$ cat src/rtl/uart_fifo_receiver_if.sv
// Host-side bundle of the oversampling UART receiver:
// serial line, line format, FIFO head and status.
interface uart_fifo_receiver_if #(
  parameter int DEPTH         = 16,
  parameter int DIVISOR_WIDTH = 24
);
  localparam int CW = $clog2(DEPTH) + 1;

  logic                     rx;
  logic [1:0]               dataBits;
  logic                     hasParity;
  logic [1:0]               parityMode;
  logic                     extraStopBit;
  logic [DIVISOR_WIDTH-1:0] clockDivisor;
  logic [7:0]               dataOut;
  logic                     parityError;
  logic                     framingError;
  logic                     breakDetected;
  logic                     dataValid;
  logic                     dataReady;
  logic                     overflow;
  logic                     clearOverflow;
  logic [CW-1:0]            fifoCount;

  modport master (
    output rx, dataBits, hasParity,
    output parityMode, extraStopBit,
    output clockDivisor, dataReady,
    output clearOverflow,
    input  dataOut, parityError,
    input  framingError, breakDetected,
    input  dataValid, overflow, fifoCount
  );

  modport slave (
    input  rx, dataBits, hasParity,
    input  parityMode, extraStopBit,
    input  clockDivisor, dataReady,
    input  clearOverflow,
    output dataOut, parityError,
    output framingError, breakDetected,
    output dataValid, overflow, fifoCount
  );
endinterface

$ cat src/rtl/uart_fifo_receiver.sv
// Oversampling UART receiver: 3-sample majority vote,
// false-start rejection, per-character flags, show-ahead FIFO.
module uart_fifo_receiver #(
  parameter int DEPTH         = 16,
  parameter int OVERSAMPLE    = 16,
  parameter int DIVISOR_WIDTH = 24
) (
  input logic                 clk,
  input logic                 rst,
  uart_fifo_receiver_if.slave bus
);
  localparam int AW = $clog2(DEPTH);
  localparam int TW = $clog2(OVERSAMPLE) + 1;
  localparam int DW = DIVISOR_WIDTH;
  localparam logic [TW-1:0] L_SAMP0 =
    TW'(OVERSAMPLE / 2 - 1);
  localparam logic [TW-1:0] L_SAMP2 =
    TW'(OVERSAMPLE / 2 + 1);
  localparam logic [TW-1:0] L_BITEND =
    TW'(OVERSAMPLE);

  typedef enum logic [2:0] {
    S_IDLE, S_START, S_DATA, S_PARITY,
    S_STOP1, S_STOP2, S_PUSH
  } state_t;

  state_t          r_state;
  logic            r_rx_s1;
  logic            r_rx_s2;
  logic            r_rx_s3;
  logic [DW-1:0]   r_div;
  logic [DW-1:0]   r_div_cnt;
  logic [TW-1:0]   r_tick_idx;
  logic [1:0]      r_votes;
  logic [2:0]      r_bit_cnt;
  logic [2:0]      r_last_bit;
  logic            r_has_par;
  logic [1:0]      r_pmode;
  logic            r_stop2;
  logic [7:0]      r_shift;
  logic            r_par_bit;
  logic            r_perr;
  logic            r_ferr;
  logic            r_brk;

  logic [7:0]      r_mem_data [DEPTH];
  logic [2:0]      r_mem_flags [DEPTH];
  logic [AW-1:0]   r_wr_ptr;
  logic [AW-1:0]   r_rd_ptr;
  logic [AW:0]     r_count;
  logic            r_ovf;

  logic            w_start;
  logic [DW-1:0]   w_div_eff;
  logic            w_tick;
  logic [TW-1:0]   w_idx_next;
  logic            w_sample;
  logic            w_decide;
  logic            w_bit_end;
  logic            w_bit;
  logic            w_par_exp;
  logic            w_valid;
  logic            w_full;
  logic            w_push;
  logic            w_pop;
  logic            w_do_push;
  logic            w_drop;

  assign w_start   = r_rx_s3 & ~r_rx_s2;
  assign w_div_eff = (bus.clockDivisor == '0) ?
                     DW'(1) : bus.clockDivisor;
  assign w_tick    = (r_div_cnt == r_div - DW'(1));
  assign w_idx_next = r_tick_idx + TW'(1);
  assign w_sample  = w_tick &&
                     (w_idx_next >= L_SAMP0) &&
                     (w_idx_next <= L_SAMP2);
  assign w_decide  = w_tick && (w_idx_next == L_SAMP2);
  assign w_bit_end = w_tick && (w_idx_next == L_BITEND);
  assign w_bit = (r_votes[1] & r_votes[0]) |
                 (r_votes[1] & r_rx_s2) |
                 (r_votes[0] & r_rx_s2);

  // Expected parity bit for the latched mode
  always_comb begin
    w_par_exp = 1'b0;
    unique case (r_pmode)
      2'b01:   w_par_exp = ^r_shift;
      2'b10:   w_par_exp = ~^r_shift;
      2'b11:   w_par_exp = 1'b1;
      default: w_par_exp = 1'b0;
    endcase
  end

  // Two-stage synchroniser plus one history stage for edges
  always_ff @(posedge clk) begin
    if (rst) begin
      r_rx_s1 <= 1'b1;
      r_rx_s2 <= 1'b1;
      r_rx_s3 <= 1'b1;
    end else begin
      r_rx_s1 <= bus.rx;
      r_rx_s2 <= r_rx_s1;
      r_rx_s3 <= r_rx_s2;
    end
  end

  // Frame FSM: bit timing, voting, data and flag capture
  always_ff @(posedge clk) begin
    if (rst) begin
      r_state    <= S_IDLE;
      r_div      <= DW'(1);
      r_div_cnt  <= '0;
      r_tick_idx <= '0;
      r_votes    <= '0;
      r_bit_cnt  <= '0;
      r_last_bit <= '0;
      r_has_par  <= 1'b0;
      r_pmode    <= '0;
      r_stop2    <= 1'b0;
      r_shift    <= '0;
      r_par_bit  <= 1'b0;
      r_perr     <= 1'b0;
      r_ferr     <= 1'b0;
      r_brk      <= 1'b0;
    end else begin
      if (r_state != S_IDLE && r_state != S_PUSH) begin
        r_div_cnt <= w_tick ? '0 : r_div_cnt + DW'(1);
        if (w_tick)
          r_tick_idx <= w_bit_end ? '0 : w_idx_next;
        if (w_sample)
          r_votes <= {r_votes[0], r_rx_s2};
      end
      unique case (r_state)
        S_IDLE: begin
          if (w_start) begin
            r_state    <= S_START;
            r_div      <= w_div_eff;
            r_div_cnt  <= '0;
            r_tick_idx <= '0;
            r_bit_cnt  <= '0;
            r_last_bit <= {1'b0, bus.dataBits} + 3'd4;
            r_has_par  <= bus.hasParity;
            r_pmode    <= bus.parityMode;
            r_stop2    <= bus.extraStopBit;
            r_shift    <= '0;
            r_par_bit  <= 1'b0;
            r_perr     <= 1'b0;
            r_ferr     <= 1'b0;
            r_brk      <= 1'b0;
          end
        end
        S_START: begin
          if (w_decide && w_bit)
            r_state <= S_IDLE;
          else if (w_bit_end)
            r_state <= S_DATA;
        end
        S_DATA: begin
          if (w_decide)
            r_shift[r_bit_cnt] <= w_bit;
          if (w_bit_end) begin
            if (r_bit_cnt == r_last_bit)
              r_state <= r_has_par ? S_PARITY : S_STOP1;
            else
              r_bit_cnt <= r_bit_cnt + 3'd1;
          end
        end
        S_PARITY: begin
          if (w_decide) begin
            r_par_bit <= w_bit;
            r_perr    <= (w_bit != w_par_exp);
          end
          if (w_bit_end)
            r_state <= S_STOP1;
        end
        S_STOP1: begin
          if (w_decide) begin
            if (!w_bit)
              r_ferr <= 1'b1;
            r_brk <= !w_bit && (r_shift == '0) &&
                     !r_par_bit;
            if (!r_stop2)
              r_state <= S_PUSH;
          end else if (w_bit_end) begin
            r_state <= S_STOP2;
          end
        end
        S_STOP2: begin
          if (w_decide) begin
            if (!w_bit)
              r_ferr <= 1'b1;
            r_state <= S_PUSH;
          end
        end
        S_PUSH: r_state <= S_IDLE;
        default: r_state <= S_IDLE;
      endcase
    end
  end

  assign w_valid   = (r_count != '0);
  assign w_full    = (r_count == (AW+1)'(DEPTH));
  assign w_push    = (r_state == S_PUSH);
  assign w_pop     = w_valid && bus.dataReady;
  assign w_do_push = w_push && (!w_full || w_pop);
  assign w_drop    = w_push && w_full && !w_pop;

  // FIFO storage; unread slots are masked at the output
  always_ff @(posedge clk) begin
    if (w_do_push) begin
      r_mem_data[r_wr_ptr]  <= r_shift;
      r_mem_flags[r_wr_ptr] <= {r_perr, r_ferr, r_brk};
    end
  end

  // FIFO pointers, occupancy and sticky overflow
  always_ff @(posedge clk) begin
    if (rst) begin
      r_wr_ptr <= '0;
      r_rd_ptr <= '0;
      r_count  <= '0;
      r_ovf    <= 1'b0;
    end else begin
      if (w_do_push)
        r_wr_ptr <= r_wr_ptr + AW'(1);
      if (w_pop)
        r_rd_ptr <= r_rd_ptr + AW'(1);
      if (w_do_push && !w_pop)
        r_count <= r_count + (AW+1)'(1);
      else if (!w_do_push && w_pop)
        r_count <= r_count - (AW+1)'(1);
      if (w_drop)
        r_ovf <= 1'b1;
      else if (bus.clearOverflow)
        r_ovf <= 1'b0;
    end
  end

  assign bus.dataValid = w_valid;
  assign bus.dataOut = w_valid ?
    r_mem_data[r_rd_ptr] : 8'h00;
  assign bus.parityError = w_valid &&
    r_mem_flags[r_rd_ptr][2];
  assign bus.framingError = w_valid &&
    r_mem_flags[r_rd_ptr][1];
  assign bus.breakDetected = w_valid &&
    r_mem_flags[r_rd_ptr][0];
  assign bus.overflow  = r_ovf;
  assign bus.fifoCount = r_count;
endmodule

$ cat src/flat_wrapper.sv
// flat-port wrapper written by rule: the top's interface ports become plain ports
module uart_fifo_receiver_flat 
#(
  parameter int DEPTH         = 16,
  parameter int OVERSAMPLE    = 16,
  parameter int DIVISOR_WIDTH = 24
)
  (clk, rst, bus_rx, bus_dataBits, bus_hasParity, bus_parityMode, bus_extraStopBit, bus_clockDivisor, bus_dataReady, bus_clearOverflow, bus_dataOut, bus_parityError, bus_framingError, bus_breakDetected, bus_dataValid, bus_overflow, bus_fifoCount);
  uart_fifo_receiver_if #(.DEPTH(DEPTH), .DIVISOR_WIDTH(DIVISOR_WIDTH)) bus_i ();
  input logic clk;
  input logic rst;
  input wire logic [$bits(bus_i.rx)-1:0] bus_rx;
  input wire logic [$bits(bus_i.dataBits)-1:0] bus_dataBits;
  input wire logic [$bits(bus_i.hasParity)-1:0] bus_hasParity;
  input wire logic [$bits(bus_i.parityMode)-1:0] bus_parityMode;
  input wire logic [$bits(bus_i.extraStopBit)-1:0] bus_extraStopBit;
  input wire logic [$bits(bus_i.clockDivisor)-1:0] bus_clockDivisor;
  input wire logic [$bits(bus_i.dataReady)-1:0] bus_dataReady;
  input wire logic [$bits(bus_i.clearOverflow)-1:0] bus_clearOverflow;
  output wire logic [$bits(bus_i.dataOut)-1:0] bus_dataOut;
  output wire logic [$bits(bus_i.parityError)-1:0] bus_parityError;
  output wire logic [$bits(bus_i.framingError)-1:0] bus_framingError;
  output wire logic [$bits(bus_i.breakDetected)-1:0] bus_breakDetected;
  output wire logic [$bits(bus_i.dataValid)-1:0] bus_dataValid;
  output wire logic [$bits(bus_i.overflow)-1:0] bus_overflow;
  output wire logic [$bits(bus_i.fifoCount)-1:0] bus_fifoCount;
  assign bus_i.rx = bus_rx;
  assign bus_i.dataBits = bus_dataBits;
  assign bus_i.hasParity = bus_hasParity;
  assign bus_i.parityMode = bus_parityMode;
  assign bus_i.extraStopBit = bus_extraStopBit;
  assign bus_i.clockDivisor = bus_clockDivisor;
  assign bus_i.dataReady = bus_dataReady;
  assign bus_i.clearOverflow = bus_clearOverflow;
  assign bus_dataOut = bus_i.dataOut;
  assign bus_parityError = bus_i.parityError;
  assign bus_framingError = bus_i.framingError;
  assign bus_breakDetected = bus_i.breakDetected;
  assign bus_dataValid = bus_i.dataValid;
  assign bus_overflow = bus_i.overflow;
  assign bus_fifoCount = bus_i.fifoCount;
  uart_fifo_receiver #(.DEPTH(DEPTH), .OVERSAMPLE(OVERSAMPLE), .DIVISOR_WIDTH(DIVISOR_WIDTH)) u_core (.clk(clk), .rst(rst), .bus(bus_i));
endmodule
$ cat config.mk
export PLATFORM = sky130hd
export DESIGN_NAME = uart_fifo_receiver_flat
export DESIGN_NICKNAME = d
export VERILOG_FILES = /design/src/rtl/uart_fifo_receiver_if.sv /design/src/rtl/uart_fifo_receiver.sv /design/src/flat_wrapper.sv
export SDC_FILE = /design/constraint.sdc
export NUM_CORES = 1
export LEC_CHECK = 0
export ABC_AREA = 1
export BUFFER_PORTS_ARGS = -buffer_cell sky130_fd_sc_hd__buf_2
export CAP_MARGIN = 20
export CORE_UTILIZATION = 67
export DETAILED_ROUTE_END_ITERATION = 16
export PLACE_DENSITY = 0.86
export SETUP_SLACK_MARGIN = 0.02
export SYNTH_ARGS = -nofsm -noshare
export SYNTH_HDL_FRONTEND = slang
export SYNTH_SLANG_ARGS = --single-unit
$ cat constraint.sdc
create_clock -name clk -period 4.2 [get_ports clk]
set_input_delay 0.84 -clock clk [delete_from_list [all_inputs] [get_ports clk]]
set_output_delay 0.84 -clock clk [all_outputs]
set_load 0.005 [all_outputs]
# Word level (Yosys, flattened, before mapping)

Memory sizes are Yosys's and may differ from the RTL's. A register that Yosys moved wholly into a read port is not among the register bits.
Index checks and enable logic that the tools add are counted.
W data, S select, Z words.

Memories kept: 2
Input bits: 35
Register bits: 97
ROM bits: 0
Memory bits (writable): 176
Logic and storage cells: 174
Output and inout bits: 18
Latch bits: 0

Memories:

| memory             | words | bits a word | rd ports | clocked after Yosys merged registers in | write ports | RTL line                 | text |
|---|---|---|---|---|---|---|---|
| u_core.r_mem_data  | 16    | 8           | 1        | 1                                       | 1           | uart_fifo_receiver.sv:46 | `logic [7:0] r_mem_data [DEPTH];` |
| u_core.r_mem_flags | 16    | 3           | 1        | 1                                       | 1           | uart_fifo_receiver.sv:47 | `logic [2:0] r_mem_flags [DEPTH];` |

Equal/unequal tests: 30
Mux-type cells: 54
Multipliers: 0
$add $sub $neg: 9
Shift operators: 0
Magnitude comparators: 4
Reduce and logical (&&, ||, !) cells: 46
Divide/modulo/power cells: 0
Bitwise logic cells: 7

Operators with widths:

| kind                    | number |
|---|---|
| $mux W24                | 5 |
| $mux W3                 | 14 |
| $mux W5                 | 7 |
| $add A24 B1 Y24 const B | 1 |
| $eq A24 B24 Y1          | 1 |
| $logic_not A24 Y1       | 1 |
| $mux W8                 | 3 |
| $sub A24 B1 Y24 const B | 1 |
| $logic_and A1 B1 Y1     | 18 |
| $ne A2 B1 Y1 const B    | 9 |
| $pmux W3 S6             | 1 |
| $mux W4                 | 4 |
| $pmux W8 S2             | 1 |
| $reduce_bool A2 Y1      | 6 |
| $mux W1                 | 11 |
| $add A5 B1 Y5 const B   | 2 |
| $eq A5 B5 Y1 const B    | 2 |
| $eq A3 B3 Y1 const B    | 3 |
| $reduce_and A3 Y1       | 3 |
| $add A4 B1 Y4 const B   | 2 |
| $bwmux W8               | 1 |
| $logic_not A8 Y1        | 1 |
| $pmux W1 S2             | 4 |
| $reduce_and A4 Y1       | 2 |
| other kinds (33)        | 47 |

# Logic depth before layout (Yosys ltp)

Depth after elaboration: 8
Mapped depth: 20
Depth with buffers taken out: 20

# Worst setup path after synthesis

Ideal clock, no wire load.

Path kind: input-to-reg
From: in bus_dataReady
To: reg u_core.r_count[4] (netlist: u_core.bus.fifoCount[4])
Buffers on the path: 0
Data required time: 4,081 ps
Setup slack: 1,625 ps
Setup time: 119 ps
Stages on the path: 12
Data arrival time: 2,456 ps
Cell sequence: nor3_1 nor2_1 ha_1 inv_1 ha_1 a21o_1 a31oi_1 nor2_1 nor2_1 nand2_1 o21ai_0 a21oi_1

Cells in the longest elaborated chain, start to end: 6
Elaborated cells between the ends (all ways): 9
Those cells by class: mux: 1; reduce/logical: 8

Ends and longest elaborated chain:

| item                         | RTL line                  | text |
|---|---|---|
| start: declaration           | flat_wrapper.sv:18        | `input wire logic [$bits(bus_i.dataReady)-1:0] bus_dataReady;` |
| $logic_and A1 B1 Y1 (*)      | uart_fifo_receiver.sv:204 | `assign w_pop = w_valid && bus.dataReady;` |
| $logic_or A1 B1 Y1 (*)       | uart_fifo_receiver.sv:205 | `assign w_do_push = w_push && (!w_full \|\| w_pop);` |
| $logic_and A1 B1 Y1 (*)      | uart_fifo_receiver.sv:205 |  |
| named net u_core.w_do_push   | uart_fifo_receiver.sv:66  | `logic w_do_push;` |
| $logic_not A1 Y1             | uart_fifo_receiver.sv:230 | `else if (!w_do_push && w_pop)` |
| $logic_and A1 B1 Y1          | uart_fifo_receiver.sv:230 |  |
| $reduce_bool A2 Y1 (no line) | --                        |  |
| end signal: assignment       | uart_fifo_receiver.sv:229 | `r_count <= r_count + (AW+1)'(1);` |
| end signal: assignment       | uart_fifo_receiver.sv:231 | `r_count <= r_count - (AW+1)'(1);` |
| end: declaration             | uart_fifo_receiver.sv:50  | `logic [AW:0] r_count;` |

The timed path passes the listed nets; every way through them passes the cells marked *.
A chain may end at the register's enable or synchronous reset.

==> impl_metrics.yaml <==
outcome:
  status: "finished, final reports clean"
timing:
  min_period_over_period_pct: 83.4
  max_freq_mhz: 286
  setup_viol: 0
  relSlewSlack_pct: 36.5
  layout_setup_ws_ns: 0.698
  fin_crit_ns: 3.50
  skew_ns: 0.0161
  hold_viol_final: 0
  final.setup.tns_ns: 0
  holdWs_ns: 0.409
  worst_slew_pin_slew_ns: 0.949
  rsz0062_at_grt: "no"
  slew_viol_final: 0
clocking:
  numCtsBuffers: 27
  cts_resized: 0
  cts_max_path_buffers: 3
  cts_hold_buf: 0
  clockRootBuffer: "clkbuf_16"
  cts_max_level: 1
  clkTransAtPathRegs_ns: 0.07
  cts_setup_buffers: 0
  insertion_delay_ns: 0.53
  clock_sinks: 277
  tritoncts: "done"
critical_path:
  start_kind: "flip-flop"
  reg2reg_slack_ns: 1.30
  worstSetupEndpoint: "bus_dataOut[4]"
  r2r_start: "u_core.r_state[1]"
  end_kind: "output pin"
  path_max_fanout: 26
  reg2reg_depth: 7
  crit_type: "flip-flop to output pin"
  cp_data_required_time_ns: 3.36
  cp.arrival_ns: 2.66
  r2r-end: "u_core.r_div[16]"
power:
  leakage_nw: 5.70
  peakVddDrop_mv: 0.338
  power_mw: 7.87
  power.density_mw_per_mm2: 545
yosys:
  syn_avg_cell_area_um2: 9.13
  synthesis.nets: 1473
  synth_top_area_cell: "edfxtp_1"
  synth_edf_count: 176
  async_flop_share_pct: 0
  synth.area.top_cells: "edfxtp_1 (41%), dfxtp_1 (16%), nand2_1 (6.6%), nor2_1 (6.1%), o21ai_0 (5.6%)"
  synth_top_cell_area_share_pct: 40.8
  ys_warn_count: 0
  syn_inst: 1418
  synth_area_mm2: 0.0130
  synth_ff_type: "edfxtp_1"
  yosysSeqAreaShare_pct: 56.4
  synthDistinctLibCells: 48
  synth_seq_cells: 277
floorplanning:
  ios: 53
  rows: 50
  initial_core_util_pct: 68.8
  die_area_mm2: 0.0199
  die_y_um: 141
  coreArea_mm2: 0.0188
  die_x_um: 141
detailed_routing:
  routed_wl_um: 32300
  dr.pass1.iters: 8
  drc_errors: 0
  routedWlPerCell_um: 18.4
  drtIter0Drc: 1217
  via_per_inst: 5.99
  ant_nets: 0
  num_vias: 10500
hold_path:
  min_path_type: "flip-flop to flip-flop"
cells_and_area:
  stdcell_area_mm2: 0.0144
  drive_gt1_share_pct: 10.7
  fin_util_pct: 76.6
  ff_latch_area_mm2: 0.00731
  final_nets: 1526
  diodes: 0
  area_growth_pct: 11.4
  multi_input_area_mm2: 0.00488
  final_cell_count_no_fill: 1752
  num-fill-cells: 1266
run:
  cap_violations: 0
grt:
  grtUsageTotal_pct: 33.0
  grt_antenna_before_repair: 0
  grt_remaining_overflow: 0
  grt_max_degree: 68
  grt_first_pass_wirelength_um: 51000
  grt_pass1_vias: 10200
place:
  hpwl_um: 21300
  place.gp.congestion: 0.929
  dp_cells: 1699
  dp_slack_ns: 1.22
  io_buffer_count: 52
  dpl_cell_area_mm2: 0.0135
==> power by group <==
| part | internal (mW) | total (mW) | switching [mW] | leakage [nW] |
|---|---|---|---|---|
| combinational | 0.758 | 2.33 | 1.57 | 2.80 |
| clock | 1.42 | 2.42 | 1.00 | 0.443 |
| sequential | 2.99 | 3.11 | 0.128 | 2.45 |
| total | 5.16 | 7.87 | 2.70 | 5.70 |
==> registers in the layout, indices dropped and copies added, names as in the netlist, 2 cells and up, named ones only <==
| register | flops |
|---|---|
| u_core.r_mem_data | 128 |
| u_core.r_wr_ptr | 4 |
| u_core.r_state | 3 |
| u_core.bus.fifoCount | 5 |
| u_core.r_last_bit | 3 |
| u_core.r_votes | 2 |
| u_core.r_pmode | 2 |
| u_core.r_rd_ptr | 4 |
| u_core.r_tick_idx | 5 |
| u_core.r_mem_flags | 48 |
| u_core.r_div | 24 |
| u_core.r_bit_cnt | 3 |
| u_core.r_shift | 8 |
| u_core.r_div_cnt | 24 |
==> critical path, cell delays in order, from the launching register on <==
cell and delay, ns:
dfxtp_1 0.33, inv_1 0.49, buf_4 0.40, o21ai_0 0.14, o221ai_1 0.19, nand3_1 0.11
a21oi_1 0.29, buf_2 0.17
==> final cells by class <==
type / count / area share, %
clock inverter: 12 / 0.850
tap: 260 / 2.25
multi-input combinational: 942 / 33.8
timing repair buffer: 77 / 3.24
clock buffer: 38 / 5.39
sequential: 277 / 50.6
inverter: 146 / 3.80
==> cell families after synthesis <==
logic type,synth area share (%)
fa+ha+maj,1.99
simple gates,20.6
flops,56.4
xor+xnor,2.64
mux,0.0773
buf+inv,5.90
compound gates,12.4
==> cells in the mapped netlist, types with 2 or more instances <==
master	count
nand2_1	229
ha_1	19
nand2_2	5
a21o_1	2
xnor2_1	19
nand3_1	65
dfxtp_1	101
nor2_4	8
nor4_1	9
nor2_1	209
nor2_2	15
nor3b_1	3
a21oi_1	50
nand4_1	30
buf_2	4
o211ai_1	9
clkinv_1	2
o21ai_0	145
a22o_1	5
o22ai_1	14
a221oi_1	2
o221ai_1	33
clkbuf_1	46
a31oi_1	5
or2_2	2
edfxtp_1	176
inv_1	141
nand3b_1	7
o21ai_1	2
xor2_1	20
nor3_1	22
inv_2	3
==> how the worst min path moves through the flow <==
stage / from / end / slack (ns) / cells after the start
floorplan: u_core.r_rx_s1 / u_core.r_rx_s2 / 0.39 / 1
global placement: u_core.r_rx_s1 / u_core.r_rx_s2 / 0.41 / 1
detailed placement: u_core.r_rx_s1 / u_core.r_rx_s2 / 0.40 / 1
CTS: u_core.r_rx_s1 / u_core.r_rx_s2 / 0.41 / 1
global route: u_core.r_rx_s1 / u_core.r_rx_s2 / 0.42 / 1
finish: u_core.r_rx_s1 / u_core.r_rx_s2 / 0.41 / 1
==> cells in the final DEF (no fill, tap or decap), types with 20 or more instances in the layout <==
master / n
o21ai_0: 145
buf_2: 52
edfxtp_1: 176
xor2_1: 20
nand4_1: 30
o221ai_1: 33
nor2_1: 208
dfxtp_1: 100
nor3_1: 22
buf_4: 22
nand3_1: 65
a21oi_1: 50
nand2_1: 229
clkbuf_16: 28
inv_1: 141
==> per-layer routing <==
layer  up-vias  GRT usage [%]  part of all wire [%]
met5         -              0                     0
met4         0           13.4                   3.3
met3        81           3.94                   7.9
met2       545           59.9                    51
met1      4889           40.1                    38
li1       4985              -                     -
(Power assumes the default switching activity.)
